### src/rtl/c499_tb_pkg.sv
// Shared types and constants for the c499 vector applier and its fitness consumers.

package c499_tb_pkg;

    localparam int unsigned C499_IN_W  = 41;
    localparam int unsigned C499_OUT_W = 32;

    localparam logic [31:0] MISR_POLY_DEFAULT = 32'h04C11DB7;

    typedef enum logic [1:0] {
        StIdle,
        StSettle,
        StCapture,
        StReport
    } state_e;

endpackage

### src/rtl/misr32.sv
// 32-bit multiple-input signature register with synchronous clear and enable.

module misr32
    import c499_tb_pkg::*;
#(
    parameter logic [31:0] POLY = MISR_POLY_DEFAULT
) (
    input  logic        clk,
    input  logic        rst,
    input  logic        clr,
    input  logic        en,
    input  logic [31:0] data,
    output logic [31:0] sig
);

    logic [31:0] sig_q, sig_d;

    always_comb begin
        sig_d = sig_q;
        if (clr) begin
            sig_d = '0;
        end else if (en) begin
            sig_d = {sig_q[30:0], 1'b0} ^ (sig_q[31] ? POLY : 32'h0) ^ data;
        end
    end

    always_ff @(posedge clk) begin
        if (rst) begin
            sig_q <= '0;
        end else begin
            sig_q <= sig_d;
        end
    end

    assign sig = sig_q;

endmodule

### src/rtl/c499_vector_applier.sv
// Applies one test pattern at a time to the c499 core, waits a settle time, then
// captures and compares its response and folds it into a session signature.

module c499_vector_applier
    import c499_tb_pkg::*;
#(
    parameter int unsigned SETTLE_CYCLES = 1,
    parameter int unsigned CNT_W         = 16,
    parameter logic [31:0] MISR_POLY     = MISR_POLY_DEFAULT
) (
    input  logic                  clk,
    input  logic                  rst,
    input  logic                  vec_valid,
    output logic                  vec_ready,
    input  logic [C499_IN_W-1:0]  vec_data,
    input  logic [C499_OUT_W-1:0] vec_exp,
    input  logic                  vec_last,
    output logic [C499_IN_W-1:0]  dut_in,
    input  logic [C499_OUT_W-1:0] dut_out,
    output logic                  res_valid,
    input  logic                  res_ready,
    output logic [CNT_W-1:0]      res_index,
    output logic                  res_mismatch,
    output logic [C499_OUT_W-1:0] res_diff,
    output logic                  done,
    output logic [31:0]           sig,
    output logic [CNT_W-1:0]      err_count
);

    localparam logic [3:0] SETTLE_LOAD = 4'(SETTLE_CYCLES - 1);

    state_e                  state_q, state_d;
    logic [C499_IN_W-1:0]    dut_in_q, dut_in_d;
    logic [C499_OUT_W-1:0]   exp_q, exp_d;
    logic                    last_q, last_d;
    logic [3:0]              cnt_q, cnt_d;
    logic [CNT_W-1:0]        idx_q, idx_d;
    logic [CNT_W-1:0]        err_q, err_d;
    logic                    done_q, done_d;
    logic [CNT_W-1:0]        res_index_q, res_index_d;
    logic [C499_OUT_W-1:0]   res_diff_q, res_diff_d;
    logic                    misr_clr, misr_en;

    always_comb begin
        state_d     = state_q;
        dut_in_d    = dut_in_q;
        exp_d       = exp_q;
        last_d      = last_q;
        cnt_d       = cnt_q;
        idx_d       = idx_q;
        err_d       = err_q;
        done_d      = done_q;
        res_index_d = res_index_q;
        res_diff_d  = res_diff_q;
        misr_clr    = 1'b0;
        misr_en     = 1'b0;

        unique case (state_q)
            StIdle: begin
                if (vec_valid) begin
                    dut_in_d = vec_data;
                    exp_d    = vec_exp;
                    last_d   = vec_last;
                    cnt_d    = SETTLE_LOAD;
                    state_d  = StSettle;
                    // First pattern after a finished session opens a fresh one.
                    if (done_q) begin
                        done_d   = 1'b0;
                        idx_d    = '0;
                        err_d    = '0;
                        misr_clr = 1'b1;
                    end
                end
            end
            StSettle: begin
                if (cnt_q == 4'd0) begin
                    state_d = StCapture;
                end else begin
                    cnt_d = cnt_q - 4'd1;
                end
            end
            StCapture: begin
                res_diff_d  = dut_out ^ exp_q;
                res_index_d = idx_q;
                misr_en     = 1'b1;
                if ((|res_diff_d) && (err_q != '1)) begin
                    err_d = err_q + CNT_W'(1);
                end
                state_d = StReport;
            end
            StReport: begin
                if (res_ready) begin
                    idx_d   = idx_q + CNT_W'(1);
                    done_d  = done_q | last_q;
                    state_d = StIdle;
                end
            end
            default: state_d = StIdle;
        endcase
    end

    always_ff @(posedge clk) begin
        if (rst) begin
            state_q     <= StIdle;
            dut_in_q    <= '0;
            exp_q       <= '0;
            last_q      <= 1'b0;
            cnt_q       <= '0;
            idx_q       <= '0;
            err_q       <= '0;
            done_q      <= 1'b0;
            res_index_q <= '0;
            res_diff_q  <= '0;
        end else begin
            state_q     <= state_d;
            dut_in_q    <= dut_in_d;
            exp_q       <= exp_d;
            last_q      <= last_d;
            cnt_q       <= cnt_d;
            idx_q       <= idx_d;
            err_q       <= err_d;
            done_q      <= done_d;
            res_index_q <= res_index_d;
            res_diff_q  <= res_diff_d;
        end
    end

    misr32 #(
        .POLY (MISR_POLY)
    ) u_misr (
        .clk  (clk),
        .rst  (rst),
        .clr  (misr_clr),
        .en   (misr_en),
        .data (dut_out),
        .sig  (sig)
    );

    assign vec_ready    = (state_q == StIdle);
    assign res_valid    = (state_q == StReport);
    assign dut_in       = dut_in_q;
    assign res_index    = res_index_q;
    assign res_diff     = res_diff_q;
    assign res_mismatch = |res_diff_q;
    assign done         = done_q;
    assign err_count    = err_q;

endmodule

### config.mk
export PLATFORM = sky130hd
export DESIGN_NAME = c499_vector_applier
export DESIGN_NICKNAME = d
export VERILOG_FILES = /design/src/rtl/c499_tb_pkg.sv /design/src/rtl/misr32.sv /design/src/rtl/c499_vector_applier.sv
export SDC_FILE = /design/constraint.sdc
export NUM_CORES = 1
export LEC_CHECK = 0
export CORE_UTILIZATION = 51
export CTS_CLUSTER_SIZE = 25
export DETAILED_ROUTE_END_ITERATION = 10
export PLACE_DENSITY = 0.86
export SETUP_SLACK_MARGIN = 0.15
export SYNTH_ARGS = -nofsm -noshare
export SYNTH_HDL_FRONTEND = slang
export SYNTH_HIERARCHICAL = 1
export SYNTH_SLANG_ARGS = --single-unit
### constraint.sdc
create_clock -name clk -period 3.4 [get_ports clk]
set_clock_uncertainty 0.15 [all_clocks]
set_input_delay 0.68 -clock clk [delete_from_list [all_inputs] [get_ports clk]]
set_output_delay 0.68 -clock clk [all_outputs]
set_load 0.01 [all_outputs]
======== Word level (Yosys, flattened, before mapping) ========
Cells that the tools add are included.
storage, ports and cells
  output and inout bits ................... 141
  register bits ........................... 193
  word-level logic and storage cells ...... 64
cells by class
  $add $sub $neg .......................... 3
  muxes and demuxes ....................... 21
  reductions and logical operators ........ 15
  eq/ne operators ......................... 10
  bitwise operators ....................... 4
operators by type and width
  kind                                                                   count
  32-bit XOR                                                             3
  16-bit 2-to-1 mux                                                      4
  16-bit case mux with 2 select lines                                    2
  32-bit OR reduction                                                    2
  16-bit by 1-bit adder with 16-bit output, second input constant        2
  27-bit 2-to-1 mux                                                      1
  16-bit != test, second input constant                                  1
  3-bit AND reduction                                                    3
  4-bit 2-to-1 mux                                                       2
  2-bit != test, second input constant                                   4
  2-bit case mux with 4 select lines                                     1
  4-bit case mux with 2 select lines                                     1
  4-bit AND reduction                                                    2
  1-bit 2-to-1 mux                                                       6
  2-bit 2-to-1 mux                                                       3
  2-bit nonzero test                                                     3
  2-bit equality test, second input constant                             2
  4-bit logical NOT                                                      1
  2-bit by 1-bit != test with 1-bit output, second input constant        2
  4-bit by 1-bit subtractor with 4-bit output, second input constant     1
  2-bit by 1-bit equality test with 1-bit output, second input constant  1
  2-bit logical NOT                                                      1
  1-bit case mux with 2 select lines                                     1
  2-bit AND reduction                                                    1
  other kinds (3)                                                        3

======== Logic depth before layout (Yosys ltp) ========
Gate-level depths: netlist (run 1).
  depth in word-level cells ............... 5
  mapped depth ............................ 9
  depth with buffers taken out ............ 8

======== Modules after synthesis ========
Netlist (run 1), hierarchy kept.
modules (own cells, without submodules)
  module               cells each  times used  area an instance (um^2)
  c499_vector_applier  801         1           6693.9
  misr32               156         1           1642.8

======== Least setup slack after synthesis (run 1) ========
No wires, ideal clock.
  kind .................................... input to register
  start point ............................. input dut_out[1]
  end point ............................... register err_q[4], in the netlist err_count[4]
  data required time ...................... 3.188 ns
  slack ................................... 1.222 ns
  cell stages on the path ................. 7
  buffers on the path ..................... 1
  data arrival time ....................... 1.966 ns
  cell sequence ........................... xnor2_1 nand4_1 nor4_2 a21oi_2 buf_6 a211o_1 nand3_1
between the ends
  longest elaborated chain between the ends .. 5
ends and longest elaborated chain
  element                        line                        source
  from (decl)                    c499_vector_applier.sv:19   input logic [C499_OUT_W-1:0] dut_out,
  32-bit XOR                     c499_vector_applier.sv:83   res_diff_d = dut_out ^ exp_q;
  32-bit OR reduction            c499_vector_applier.sv:86   if ((|res_diff_d) && (err_q != '1)) begin
  1-bit logical AND              c499_vector_applier.sv:86
  2-bit != test (no line)        n/a
  4-bit AND reduction (no line)  n/a
  to (signal assigned)           c499_vector_applier.sv:121  err_q <= err_d;
  to (decl)                      c499_vector_applier.sv:38   logic [CNT_W-1:0] err_q, err_d;
Every way passes these cells.
A chain may end at the register's enable or synchronous reset.

======== Worst setup path in the final report (run 1) ========
  start point ............................. register res_diff_q[31], in the netlist res_diff[31]
  end point ............................... output res_mismatch
between the ends
  longest elaborated chain between the ends .. 1
ends and longest elaborated chain
  element                 line                        source
  from (decl)             c499_vector_applier.sv:41   logic [C499_OUT_W-1:0] res_diff_q, res_diff_d;
  from (signal assigned)  c499_vector_applier.sv:124  res_diff_q <= res_diff_d;
  32-bit OR reduction     c499_vector_applier.sv:144  assign res_mismatch = |res_diff_q;
  to (decl)               c499_vector_applier.sv:23   output logic res_mismatch,
Every way passes these cells.

==> results.ini, run 1 <==
[yosys]
yosys.area_share.xor_xnor_pct=8.51
yosys_warnings=6
synthesis.area_um2=8340
syn_nets=1074
synth_async_sr_flop_share_pct=0
netlist_instances=957
yosys.area_share.adder_pct=1.05
synthSimpleGateAreaFrac_pct=21.6
synth_mux_area_share_pct=3.84
synth_compound_area_share_pct=14.4
synthTopCellsByArea=dfxtp_1 (46%), xnor2_1 (7.9%), nand2_1 (7.7%)
syn_avg_cell_area_um2=8.71
synth_top_family_by_area=simple AND/OR/NAND/NOR gates
synth_top_area_cell=dfxtp_1
synth.top_cell.area_share_pct=46.3
dominantRegCellSynth=dfxtp_1
synth_seq_cells=193
synth_edf_count=0
ys_seq_area_share_pct=46.3
synthDistinctLibCells=53

[final_layout]
num-fill-cells=1206
layout_common_cells=clkdlybuf4s50_1 (249), dfxtp_1 (193), nand2_1 (171)
area.growth.synth_to_final_pct=38.6
final-seq-area_um2=3860
nets=1291
drive_above_1_share_pct=6.40
multi_input_area_um2=4140
final_core_util_pct=72.5
final_common_cell=clkdlybuf4s50_1

[setup_path]
crit_fanout=3
worstReg2RegEnd=err_count[14]
critPathMaxStageDelay_ns=0.49
rrSetupSlack_ns=0.55
path_class=flip-flop to output port
cp_cell_sequence=nor4_1 > nand4_1 > or2_2 > clkdlybuf4s50_1
crit_family=simple AND/OR/NAND/NOR gates
cp_slowest_cell=clkdlybuf4s50_1
end_kind=output port
r2r-start=state_q[1]
cp.arrival_ns=2.14
reg2reg_depth=8
path_buf_inv=1
start_kind=flip-flop
cp.required_ns=2.57

[global_routing]
antenna_found_initial=1
grt_overflow=0
grt_pass1_wl_um=38000
grt_max_degree=156
grt_pass1_vias=7206
grt.total_usage_pct=29.4

[pwr]
powerDensity_nw_per_um2=742
internal_power_uw=5440
switchingPower_uw=3140
pwr-share-comb_pct=39.2
p_leak_uw=0.00393
power_frac_clock_pct=24.7
peakVddDrop_mv=0.589
pwr-share-seq_pct=36.1
p_sw_share_pct=36.6

[timing]
slew_violations=0
setup_viol=0
slew_headroom_pct=29.7
fmax_mhz=337
fin_ws_ns=0.431
fin_hold_ws_ns=0.303
tightestPinTransition_ns=1.05
finalCritPeriodShare_pct=87.3
finalSetupTns_ns=0
rsz0062_at_grt=false
finalCriticalPeriod_ns=2.97
hold_violations=0

[clocking]
clkLatencyLatePin_ns=0.43
post-cts-setup-buffers=0
root_buffer=clkbuf_16
cts_resized=0
cts_tree=yes
cts_sinks=193
clk_pin_slew_ns=0.07
htree_levels=4
cts.path.max_buffers=2
cts_hold_buf=0
numCtsBuffers=17

[job]
cap_violations=0

[route]
num_vias=7669
drc=0
routed_wl_um=24700
viasPerCell=5.46
drt-wirelength-per-cell_um=17.6
drt_first_pass_iters=5
dr.first_iter.drc_count=451
final_antenna_net_count=0

[place]
post-dp-hpwl_um=17400
dp_slack_ns=0.112
gp_congestion=0.894
port_buffers=250

[worst_hold_path]
worst_hold_path.num_cells=2
hp-class=flip-flop to flip-flop
hold_end=dut_in[10]
hp-start=dut_in[10]

[floorplan]
coreArea_um2=15900
start_util_pct=52.3
die_h_um=130
io_pins=251
die_w_um=130
dieArea_um2=16900
row_count=46

[status]
run_status=complete, no violations

[cell families after synthesis]
family,Yosys count
xor+xnor,81
fa+ha+maj,7
compound gates,175
flops,193
buf+inv,76
simple gates,393
mux,32
[metal layers]
| metal | up-vias | track usage [%] | wire length [µm] |
|---|---|---|---|
| met2 | 296 | 48.1 | 11800 |
| met1 | 3619 | 37.0 | 10500 |
| li1 | 3712 | - | - |
| met3 | 42 | 7.79 | 1790 |
| met4 | 0 | 11.6 | 606 |
| met5 | - | 0 | 0 |
[power groups by stage]
stage	Sequential, µW	Combinational, µW	Clock (µW)
after floorplan	3180	1900	0
after global placement	3130	3250	0
after global routing	3150	3640	2220
final	3100	3360	2120
after detailed placement	3130	3320	0
after CTS	3090	3360	2130
[per-stage QoR]
step	std cells	cell area, µm²	total power [µW]
after floorplan	957	8340	5080
after global placement	1371	10900	6370
after detailed placement	1371	10900	6450
after CTS	1403	11600	8580
after global routing	1404	11600	9010
final	1404	11600	8580
[flip-flops by register name, indices dropped and copies added, names as in the netlist]
| name | count |
|---|---|
| dut_in | 41 |
| idx_q | 16 |
| cnt_q | 4 |
| last_q | 1 |
| err_count | 16 |
| u_misr/sig | 32 |
| res_diff | 32 |
| res_index | 16 |
| exp_q | 32 |
| state_q | 2 |
| done | 1 |
[worst max-delay path by stage]
stage / startpoint / to / slack (ns) / depth (start not counted)
CTS: res_diff[23] / res_mismatch / 0.44 / 4
floorplan: dut_out[1] / err_count[4] / 1.22 / 7
global placement: dut_out[4] / err_count[11] / 0.13 / 7
finish: res_diff[31] / res_mismatch / 0.43 / 4
global route: res_diff[23] / res_mismatch / 0.32 / 4
detailed placement: dut_out[4] / err_count[11] / 0.11 / 7
[cell type report]
class	instances	area share [%]
Clock buffer	21	4.07
Antenna cell	1	0.0217
Tap cell	216	2.34
Clock inverter	11	1.32
Sequential cell	193	33.4
Multi-Input combinational cell	688	35.8
Timing Repair Buffer	261	22.6
Inverter	13	0.422
[synth_stat cells, drive strengths merged, types with 3 or more instances]
| cell | n |
|---|---|
| a211o | 4 |
| a211oi | 54 |
| a21o | 4 |
| a21oi | 77 |
| a31oi | 7 |
| and3 | 9 |
| buf | 31 |
| clkbuf | 32 |
| dfxtp | 193 |
| ha | 7 |
| inv | 13 |
| mux2i | 32 |
| nand2 | 172 |
| nand2b | 15 |
| nand3 | 21 |
| nand4 | 28 |
| nand4b | 3 |
| nor2 | 102 |
| nor2b | 3 |
| nor3 | 13 |
| nor4 | 14 |
| nor4b | 3 |
| o211ai | 3 |
| o21ai | 16 |
| xnor2 | 75 |
| xor2 | 6 |
[worst register-to-register path, cell delays in order, from the launching register on]
cell and delay, ns:
dfxtp_1 0.42, inv_1 0.10, ha_1 0.31, a21boi_2 0.21, nor2_1 0.14, o21ai_1 0.14, a21oi_2 0.79, nor2_1 0.11
a311o_1 0.38
Power figures use the tool's default switching activity.
==> run 2: changes to the inputs <==
- CORE_UTILIZATION: 51 -> 45
- PLACE_DENSITY: 0.86 -> 0.77
==> run 2 against run 1 <==
The run now ends with DRC left. Global-route usage fell by 3.8 points. Sequential power barely moved. Critical path depth did not move.
==> results.ini, run 2 (synthesis results as in run 1) <==
[status]
run_status=finished, violations left
violations=DRC

[setup_path]
path_buf_inv=1
cp_slowest_cell=clkdlybuf4s50_1
cp.required_ns=2.57
start_kind=flip-flop
cp.arrival_ns=2.09
cp_cell_sequence=nor4_1 > nand4_1 > or2_2 > clkdlybuf4s50_1
path_class=flip-flop to output port
end_kind=output port
crit_fanout=3
critPathMaxStageDelay_ns=0.49
crit_family=simple AND/OR/NAND/NOR gates

[final_layout]
nets=1294
area.growth.synth_to_final_pct=38.8
drive_above_1_share_pct=6.72
finalInstanceArea_um2=11600
layout_common_cells=clkdlybuf4s50_1 (249), dfxtp_1 (193), nand2_1 (171)
largest_reg_flops=41
final_common_cell=clkdlybuf4s50_1

[clocking]
clkLatencyLatePin_ns=0.43
clk_pin_slew_ns=0.07
htree_levels=4
cts_sinks=193
post-cts-setup-buffers=0
cts.path.max_buffers=2
cts_hold_buf=0
numCtsBuffers=17
root_buffer=clkbuf_16
cts_resized=0
cts_tree=yes

[pwr]
peakVddDrop_mv=0.406
powerDensity_nw_per_um2=729
p_leak_uw=0.00395

[route]
drt-wirelength-per-cell_um=17.1
viasPerCell=5.35
drc=18
num_vias=7591
routed_wl_um=24300
dr.first_iter.drc_count=487
drt_first_pass_iters=8
final_antenna_net_count=0

[timing]
tightestPinTransition_ns=1.10
finalCriticalPeriod_ns=2.92
slew_violations=0
hold_violations=0
rsz0062_at_grt=false
finalSetupTns_ns=0
fmax_mhz=342
setup_viol=0
slew_headroom_pct=26.2
finalCritPeriodShare_pct=85.9

[place]
post-dp-hpwl_um=17200
placed_area_um2=11000
gp_congestion=0.858
port_buffers=250

[job]
cap_violations=0

[floorplan]
die_w_um=138
io_pins=251
start_util_pct=46.1
dieArea_um2=19100
row_count=49
die_h_um=138
coreArea_um2=18100

[global_routing]
grt_pass1_wl_um=38700
antenna_found_initial=1
grt_overflow=0
grt_pass1_vias=7154
grt.total_usage_pct=25.6
grt_max_degree=112

[worst_hold_path]
hp-class=flip-flop to flip-flop

run 2: changes by cell type in the layout (fill, tap and decap cells not counted):
cell and delta:
buf_12 +1, inv_8 +2, o31ai_2 +1, clkbuf_8 -2, clkinv_4 +2, buf_4 +2, inv_6 +4, clkinvlp_4 -3
clkinv_2 -1, o31ai_1 -1, bufinv_16 -2
run 2: worst min-delay path: stages (launching register included):
cell     delay, ns
dfxtp_1       0.31
nand2_1       0.05
a21oi_1       0.05
run 2: report_power, final:
group | total [µW] | leakage (µW) | switching, µW | internal (µW)
Clock | 2010 | 0.000288 | 944 | 1060
Combinational | 3340 | 0.00209 | 1810 | 1530
Sequential | 3090 | 0.00157 | 391 | 2700
Total | 8440 | 0.00395 | 3150 | 5290
run 2: final cells by class:
class                      instances  area, µm²
fill                            1561       6520
multi-input combinational        688       4140
sequential                       193       3860
timing repair buffer             264       2640
clock buffer                      19        443
tap                              229        287
clock inverter                    13        140
inverter                          13       48.8
antenna                            1       2.50
run 2: path summary, 6_finish.rpt:
kind	startpoint	endpoint	slack, ns	depth (start not counted)
min reg2reg	dut_in[5]	dut_in[5]	0.30	2
max	res_diff[23]	res_mismatch	0.48	4
max reg2reg	state_q[0]	err_count[14]	0.68	9
min	dut_in[5]	dut_in[5]	0.30	2
run 2: stage by stage:
stage                     cells  util (%)  worst slack, ns  power (µW)  hold slack, ns
after detailed placement   1387      60.7            0.121        6470           0.297
after floorplan             957         -             1.22        5080           0.282
after global routing       1420      64.0            0.403        8910           0.325
after global placement     1387      60.7            0.158        6420           0.291
after CTS                  1419      64.0            0.451        8480           0.307
final                      1420      64.0            0.479        8440           0.303
run 2: layer usage:
| layer | GRT usage (%) | vias to the layer above | part of all wire, % |
|---|---|---|---|
| met1 | 33.2 | 3572 | 44 |
| li1 | - | 3729 | - |
| met5 | 0 | - | 0 |
| met3 | 6.69 | 32 | 6.8 |
| met2 | 41.2 | 258 | 46 |
| met4 | 9.17 | 0 | 2.4 |
